### config.mk
export PLATFORM = sky130hd
export DESIGN_NAME = arm_sequencer
export DESIGN_NICKNAME = d
export VERILOG_FILES = /design/src/rtl/arm_sequencer_pkg.sv /design/src/rtl/step_settle.sv /design/src/rtl/arm_sequencer.sv
export SDC_FILE = /design/constraint.sdc
export NUM_CORES = 1
export LEC_CHECK = 0
export BUFFER_PORTS_ARGS = -buffer_cell sky130_fd_sc_hd__buf_2
export CAP_MARGIN = 10
export CORE_ASPECT_RATIO = 0.8
export CORE_MARGIN = 2
export CORE_UTILIZATION = 55
export CTS_CLUSTER_SIZE = 24
export DETAILED_ROUTE_END_ITERATION = 16
export PLACE_DENSITY = 0.88
export SLEW_MARGIN = 15
export SYNTH_ARGS = -nofsm -noshare
export SYNTH_HDL_FRONTEND = slang
export SYNTH_SLANG_ARGS = --single-unit
### constraint.sdc
create_clock -name CLK -period 2.4 [get_ports CLK]
set_input_delay 0 -clock CLK [delete_from_list [all_inputs] [get_ports CLK]]
set_output_delay 0 -clock CLK [all_outputs]
set_load 0.02 [all_outputs]
### src/rtl/arm_sequencer_pkg.sv
// Shared types and defaults for the arm sequencer.
// Holds the FSM state encoding and default settle/timeout constants.
package arm_sequencer_pkg;

   typedef enum logic [1:0] {
      ST_IDLE = 2'd0,
      ST_MOVE = 2'd1,
      ST_FIN  = 2'd2,
      ST_FLT  = 2'd3
   } state_e;

   localparam int SETTLE_DEF = 5;
   localparam int TMO_DEF    = 50000000;

endpackage

### src/rtl/step_settle.sv
// Per-step settle and timeout counters for the arm sequencer.
// Ports: clk, rst_n, en (in MOVE), all_pos (&AT_POS) -> done, timeout.
module step_settle
   import arm_sequencer_pkg::*;
#(
   parameter int SETTLE = SETTLE_DEF,
   parameter int TMO    = TMO_DEF
) (
   input  logic clk,
   input  logic rst_n,
   input  logic en,
   input  logic all_pos,
   output logic done,
   output logic timeout
);

   localparam int SCW = $clog2(SETTLE + 1);
   localparam int TCW = $clog2(TMO + 1);

   logic [SCW-1:0] settle_q, settle_d;
   logic [TCW-1:0] tmo_q, tmo_d;
   logic           first_q, first_d;

   // done fires on the cycle whose good sample brings the count to SETTLE
   always_comb begin
      done    = en && !first_q && all_pos
                && (settle_q == SCW'(SETTLE - 1));
      timeout = en && !done && (tmo_q == TCW'(TMO - 1));
      settle_d = settle_q;
      tmo_d    = tmo_q;
      first_d  = first_q;
      if (!en || done) begin
         settle_d = '0;
         tmo_d    = '0;
         first_d  = 1'b1;
      end else begin
         first_d = 1'b0;
         tmo_d   = tmo_q + TCW'(1);
         // first cycle of a step ignores AT_POS
         if (first_q)
            settle_d = '0;
         else if (all_pos)
            settle_d = settle_q + SCW'(1);
         else
            settle_d = '0;
      end
   end

   always_ff @(posedge clk or negedge rst_n) begin
      if (!rst_n) begin
         settle_q <= '0;
         tmo_q    <= '0;
         first_q  <= 1'b1;
      end else begin
         settle_q <= settle_d;
         tmo_q    <= tmo_d;
         first_q  <= first_d;
      end
   end

endmodule

### src/rtl/arm_sequencer.sv
// Servo arm step sequencer: plays a position table, one step per settle.
// Ports: CLK, RST_N, START/ABORT/LOOP, WR_* table write, AT_POS in;
// DESIRED, STEP, BUSY, DONE, FAULT out (all registered).
module arm_sequencer
   import arm_sequencer_pkg::*;
#(
   parameter int NCH    = 3,
   parameter int NSTEP  = 4,
   parameter int PW     = 20,
   parameter int SETTLE = SETTLE_DEF,
   parameter int TMO    = TMO_DEF,
   localparam int SW    = $clog2(NSTEP),
   localparam int CW    = (NCH > 1) ? $clog2(NCH) : 1
) (
   input  logic              CLK,
   input  logic              RST_N,
   input  logic              START,
   input  logic              ABORT,
   input  logic              LOOP,
   input  logic              WR_EN,
   input  logic [SW-1:0]     WR_STEP,
   input  logic [CW-1:0]     WR_CH,
   input  logic [PW-1:0]     WR_DATA,
   input  logic [NCH-1:0]    AT_POS,
   output logic [NCH*PW-1:0] DESIRED,
   output logic [SW-1:0]     STEP,
   output logic              BUSY,
   output logic              DONE,
   output logic              FAULT
);

   state_e              state_q, state_d;
   logic [SW-1:0]       step_q, step_d;
   logic [NCH*PW-1:0]   desired_q, desired_d;
   logic                busy_q, busy_d;
   logic                done_q, done_d;
   logic                fault_q, fault_d;
   logic [PW-1:0]       tbl_q [NSTEP][NCH];
   logic [PW-1:0]       tbl_d [NSTEP][NCH];
   logic                st_done, st_tmo;

   step_settle #(
      .SETTLE (SETTLE),
      .TMO    (TMO)
   ) u_settle (
      .clk     (CLK),
      .rst_n   (RST_N),
      .en      (state_q == ST_MOVE),
      .all_pos (&AT_POS),
      .done    (st_done),
      .timeout (st_tmo)
   );

   always_comb begin
      state_d   = state_q;
      step_d    = step_q;
      desired_d = desired_q;
      tbl_d     = tbl_q;
      if (WR_EN && !busy_q && (int'(WR_CH) < NCH))
         tbl_d[WR_STEP][WR_CH] = WR_DATA;
      unique case (state_q)
         ST_IDLE, ST_FLT: begin
            if (START) begin
               state_d = ST_MOVE;
               step_d  = '0;
            end
         end
         ST_MOVE: begin
            if (st_done) begin
               if (step_q != SW'(NSTEP - 1))
                  step_d = step_q + SW'(1);
               else if (LOOP)
                  step_d = '0;
               else
                  state_d = ST_FIN;
            end else if (st_tmo) begin
               state_d = ST_FLT;
            end
         end
         ST_FIN:  state_d = ST_IDLE;
         default: state_d = ST_IDLE;
      endcase
      // abort overrides start and step completion
      if (ABORT) begin
         state_d = ST_IDLE;
         step_d  = step_q;
      end
      // load targets on the edge that enters each step
      if (state_d == ST_MOVE)
         for (int c = 0; c < NCH; c++)
            desired_d[c*PW +: PW] = tbl_q[step_d][c];
      busy_d  = (state_d == ST_MOVE) || (state_d == ST_FIN);
      done_d  = (state_d == ST_FIN);
      fault_d = (state_d == ST_FLT);
   end

   always_ff @(posedge CLK or negedge RST_N) begin
      if (!RST_N) begin
         state_q   <= ST_IDLE;
         step_q    <= '0;
         desired_q <= '0;
         busy_q    <= 1'b0;
         done_q    <= 1'b0;
         fault_q   <= 1'b0;
         for (int s = 0; s < NSTEP; s++)
            for (int c = 0; c < NCH; c++)
               tbl_q[s][c] <= '0;
      end else begin
         state_q   <= state_d;
         step_q    <= step_d;
         desired_q <= desired_d;
         busy_q    <= busy_d;
         done_q    <= done_d;
         fault_q   <= fault_d;
         tbl_q     <= tbl_d;
      end
   end

   assign DESIRED = desired_q;
   assign STEP    = step_q;
   assign BUSY    = busy_q;
   assign DONE    = done_q;
   assign FAULT   = fault_q;

endmodule
Word level (Yosys, flattened, before mapping)
Index checks and enable logic that the tools add are counted.
- order comparisons: 6
- $mul: 0
- muxes and demuxes: 26
- shift-type cells: 0
- bitwise logic cells: 3
- div/mod/pow operators: 0
- equality and inequality tests: 9
- reduce and logical (&&, ||, !) cells: 18
- add/subtract/negate cells: 3
- operators by type and width (cell ; number):
    $bwmux W240 ; 1
    $mux W60 ; 3
    $bmux W60 S2 ; 1
    $demux W60 S2 ; 1
    $demux W20 S2 ; 1
    $add A26 B1 Y26 const B ; 1
    $eq A26 B26 Y1 const B ; 1
    $mux W26 ; 1
    $mux W2 ; 11
    $mux W20 ; 1
    $ge A3 B3 Y1 const B ; 3
    $logic_and A1 B1 Y1 ; 9
    $mux W3 ; 3
    $not A2 Y3 ; 3
    $eq A2 B2 Y1 const B ; 4
    $lt A3 B1 Y1 const B ; 2
    $pmux W2 S3 ; 1
    $eq A2 B1 Y1 const B ; 2
    $logic_not A1 Y1 ; 4
    $pmux W2 S2 ; 1
    $add A3 B1 Y3 const B ; 1
    $eq A3 B3 Y1 const B ; 1
    $reduce_and A3 Y1 ; 1
    $add A2 B1 Y2 const B ; 1
    6 further kinds ; 7
- logic and storage cells: 86
- bits in writable memories: 0
- bits in registers: 337
- input port bits: 33
- bits in read-only memories: 0
- latch bits: 0
- memories kept: 0

Depth between registers and ports, before layout
- depth in word-level cells: 13
- gate-level depth with buffers: 13
- mapped depth without buffers: 11

Hierarchy
A second synthesis with hierarchy kept.
- cell total of the unflattened synthesis: 1228
- area, all modules: 15740.1 um^2
- modules (own cells, without submodules) (module ; area an instance (um^2) ; cells an instance ; instances):
    arm_sequencer ; 14153.6 ; 1065 ; 1
    step_settle ; 1586.5 ; 163 ; 1

Worst setup path after synthesis
No wires, ideal clock.
- path type: reg2reg
- from: register u_settle.tmo_q[2]
- to: register desired_q[16], in the netlist DESIRED[16]
- period minus slack after synthesis: 2559 ps
- setup time: 132 ps
- stages on the path, launching flop included: 13
- data arrival time: 2427 ps
- path slack: -159 ps
- path through: dfrtp_1 and3_1 and2_1 nand3_1 nor4_1 o21bai_1 a21oi_1 ha_1 clkbuf_1 o21ai_1 buf_2 a211oi_1 a211oi_2
- longest elaborated chain between the ends: 7
- RTL lines (item ; line ; text):
    start, declared ; step_settle.sv:21 ; logic [TCW-1:0] tmo_q, tmo_d;
    start signal, assigned ; step_settle.sv:56 ; tmo_q <= tmo_d;
    $eq A26 B26 Y1 ; step_settle.sv:28 ; timeout = en && !done && (tmo_q == TCW'(TMO - 1));
    $logic_and A1 B1 Y1 ; step_settle.sv:28 ;
    $mux W2 ; arm_sequencer.sv:76 ; end else if (st_tmo) begin
    $mux W2 ; arm_sequencer.sv:69 ; if (st_done) begin
    $pmux W2 S3 ; arm_sequencer.sv:61 ; unique case (state_q)
    $mux W2 ; arm_sequencer.sv:84 ; if (ABORT) begin
    named net state_d[0] ; arm_sequencer.sv:32 ; state_e state_q, state_d;
    $eq A2 B1 Y1 ; arm_sequencer.sv:89 ; if (state_d == ST_MOVE)
    end signal, assigned ; arm_sequencer.sv:111 ; desired_q <= desired_d;
    end, declared ; arm_sequencer.sv:34 ; logic [NCH*PW-1:0] desired_q, desired_d;
The timed path passes the listed nets, and every way through them passes these cells.
A chain may end at the register's enable or synchronous reset.

Worst setup path in the final report
- from: register u_settle.settle_q[0]
- to: register desired_q[16], in the netlist DESIRED[16]
- longest elaborated chain between the ends: 10
- RTL lines (item ; line ; text):
    start, declared ; step_settle.sv:20 ; logic [SCW-1:0] settle_q, settle_d;
    start signal, assigned ; step_settle.sv:55 ; settle_q <= settle_d;
    $eq A3 B3 Y1 * ; step_settle.sv:27 ; && (settle_q == SCW'(SETTLE - 1));
    $logic_and A1 B1 Y1 * ; step_settle.sv:27 ;
    $logic_not A1 Y1 ; step_settle.sv:28 ;
    $logic_and A1 B1 Y1 (2 in series) ; step_settle.sv:28 ;
    $mux W2 ; arm_sequencer.sv:76 ;
    $mux W2 * ; arm_sequencer.sv:69 ;
    $pmux W2 S3 * ; arm_sequencer.sv:61 ;
    $mux W2 * ; arm_sequencer.sv:84 ;
    named net state_d[0] ; arm_sequencer.sv:32 ;
    $eq A2 B1 Y1 * ; arm_sequencer.sv:89 ;
The timed path passes the listed nets; every way through them passes the cells marked *. The select of a mux whose other input is x is not followed.

==> results.json <==
{
  "status": "finished with violations",
  "violations": "setup timing",
  "grt_max_degree": 80,
  "place_congestion": 0.8230,
  "htreeDepth": 2,
  "ys_types": 48,
  "synth_most_common_cell": "dfrtp_1",
  "avgSynthCellArea_um2": 13.17,
  "drive_gt1_share_pct": 49.37,
  "cts_buffer_depth": 3,
  "grt_usage_pct": 31.23,
  "fin_setup_tns_ps": -18790,
  "grt_pass1_wl_mm": 67.80,
  "worstMarginPinSlew_ps": 740.7,
  "finalInstanceArea_um2": 19180,
  "p_leak_uw": 0.008725,
  "ff2ff_setup_slack_ps": -420,
  "relSlewSlack_pct": 49.95,
  "core.rowCount": 54,
  "synth_seq_cells": 337,
  "io_pins": 98,
  "syn-cell-area_um2": 15010,
  "num-fill-cells": 1510,
  "wirelength_mm": 51.11,
  "cts_tree": "done",
  "rsz0062_at_grt": "true",
  "yosysWarnings": 0,
  "gr-total-overflow": 0,
  "drt_iter0_drc": 1203,
  "drv_cap": 0,
  "coreArea_um2": 27030,
  "io_buffer_count": 97,
  "fp.dieH_um": 151.8,
  "cp.required_ps": 2840,
  "dp_hpwl_mm": 23.02,
  "clock-root-buffer": "clkbuf_16",
  "clock_skew_ps": 41.52,
  "synth_edf_count": 0,
  "cp_max_fo": 7,
  "cts_made_buffers": 34,
  "n_antenna_cell": 0,
  "end_kind": "flop",
  "postSynthCellCount": 1140,
  "netlist.area_leader.share_pct": 56.00,
  "postLayoutSetupSlackWorst_ps": -419.2,
  "viasPerCell": 6.766,
  "start_util_pct": 55.55,
  "timing.fmax_mhz": 354.7,
  "die_area_um2": 28640,
  "async_flop_share_pct": 100.0,
  "yosys.area_share.simple_pct": 5.567,
  "synth_ff_type": "dfrtp_1",
  "hold_viol_final": 0,
  "synth-xor-area-share_pct": 1.400,
  "finalNetCount": 1357,
  "ir_drop_mv": 0.4323,
  "antenna_found_initial": 0,
  "slew_viol_final": 0,
  "synth_fa_ha_area_share_pct": 0.7501,
  "grt_pass1_vias": 11632,
  "hp-class": "in2async",
  "syn2layout_area_growth_pct": 27.74,
  "setup_violations": 60,
  "clock_sinks": 337,
  "synthMuxAreaShare_pct": 22.00,
  "routed-via-count": 11522,
  "first_pass_iters": 5,
  "ys_seq_area_share_pct": 56.18,
  "synth_top_family_by_area": "multiplexers",
  "place_inst": 1596,
  "drcViolationCount": 0,
  "yosys-top-cells-area": "dfrtp_1, mux2_2, a211oi_1",
  "dpl_cell_area_um2": 16530,
  "synth.largest_area_cell": "dfrtp_1",
  "finalCriticalPeriod_ps": 2819,
  "min_period_over_period_pct": 117.5,
  "ant_nets": 0,
  "die_x_um": 188.7,
  "path_class": "reg2reg",
  "synthTopCellsByCount": "dfrtp_1, mux2_2, nor2_1",
  "synth_nets": 1182,
  "clk_latency_ps": 550,
  "wl_per_cell_um": 30.01,
  "cp-start-kind": "flop",
  "worstPathArrival_ps": 3260,
  "stdcell_count": 1703,
  "powerDensity_nw_per_um2": 888.9,
  "synth-compound-area-share_pct": 10.93,
  "cts.reportedPaths.clkPinSlew_ps": 90
}
-- state kept, by name (all words and copies together), names as in the netlist --
register           cells
DONE                   1
FAULT                  1
DESIRED               60
BUSY                   1
state_q                2
u_settle.tmo_q        26
u_settle.first_q       1
STEP                   2
tbl_q                240
u_settle.settle_q      3
-- final cells by class --
type	count	area (µm²)	area share (%)
sequential	337	8434	43.98
inverter	11	43.79	0.2283
timing repair buffer	229	2225	11.60
clock inverter	11	209.0	1.090
tap	364	455.4	2.375
multi-input combinational	702	6823	35.58
clock buffer	49	988.4	5.154
-- path summary, 6_finish.rpt --
check                                      from              endpoint  cells past startpoint
setup / recovery           u_settle.settle_q[0]           DESIRED[16]                     14
hold / removal                            RST_N           DESIRED[46]                      2
setup reg to reg           u_settle.settle_q[0]           DESIRED[16]                     14
hold reg to reg                      tbl_q[171]            tbl_q[171]                      1
max in group asynchronous                 RST_N            tbl_q[107]                      3
min in group CLK                      AT_POS[1]  u_settle.settle_q[1]                      4
-- placed cells by master, fill, tap and decap left out, types with 3 or more instances in the layout --
master,n
a211oi_1,10
clkbuf_16,43
xnor2_1,9
nor2b_1,3
ha_1,8
a211oi_4,20
dfrtp_1,336
buf_4,61
a211oi_2,90
and3_1,10
nor2_2,27
buf_16,10
dlygate4sd3_1,23
mux2_2,240
nor2_1,65
nand4_1,3
buf_2,96
clkbuf_1,8
clkbuf_8,6
xor2_1,15
bufinv_16,5
nand2_1,19
o21a_1,60
mux2i_1,60
nand3_1,16
nor2_4,6
buf_12,26
buf_6,4
inv_1,10
-- logic make-up after synthesis --
| group | count (synthesis) |
|---|---|
| buf+inv | 101 |
| mux | 300 |
| xor+xnor | 24 |
| flops | 337 |
| simple gates | 174 |
| fa+ha+maj | 9 |
| compound gates | 195 |
-- through the flow --
stage | total power (µW) | utilization, % | setup slack [ps] | hold slack, ps
3_3_place_gp | 10030 | 61.16 | -161.0 | 13.53
5_1_grt | 17420 | 70.96 | -514.9 | 70.59
4_1_cts | 16270 | 68.68 | -289.4 | 43.05
2_1_floorplan | 9259 | - | -9.645 | -295.6
6_report | 17050 | 70.96 | -419.2 | 47.14
3_5_place_dp | 10250 | 61.16 | -340.2 | 16.10
-- worst max-delay path, cell delays in order, from the launching register on --
cell	delay (ps)
dfrtp_1	410
inv_1	120
ha_1	230
nand3_2	120
buf_4	160
nor2_1	200
nor2_1	80
o21bai_1	220
a21oi_2	120
ha_4	200
o21ai_4	160
buf_12	220
buf_12	150
a211oi_2	50
a211oi_2	300
-- per-layer routing --
metal  GRT usage (%)  part of all wire, %  vias up
met4           17.93                  6.3        0
met5               0                    0        -
met1           40.11                   38     5825
li1                -                    -     4461
met2           49.54                   45      947
met3           7.024                   11      289
-- power breakdown --
part,switching (µW),internal [µW],leakage (µW)
Combinational,1640,1490,0.00395
Sequential,1100,6930,0.00420
Clock,2460,3430,0.000580
-- timing repair --
item                       in CTS  in global routing
cloned                          8                  8
hold endpoints to repair      442                  0
pin swaps                      12                 55
setup endpoints to repair      60                 91
hold buffers                   23                  0
buffers inserted                4                  5
resized for setup              86                 71
(Power assumes the default switching activity.)
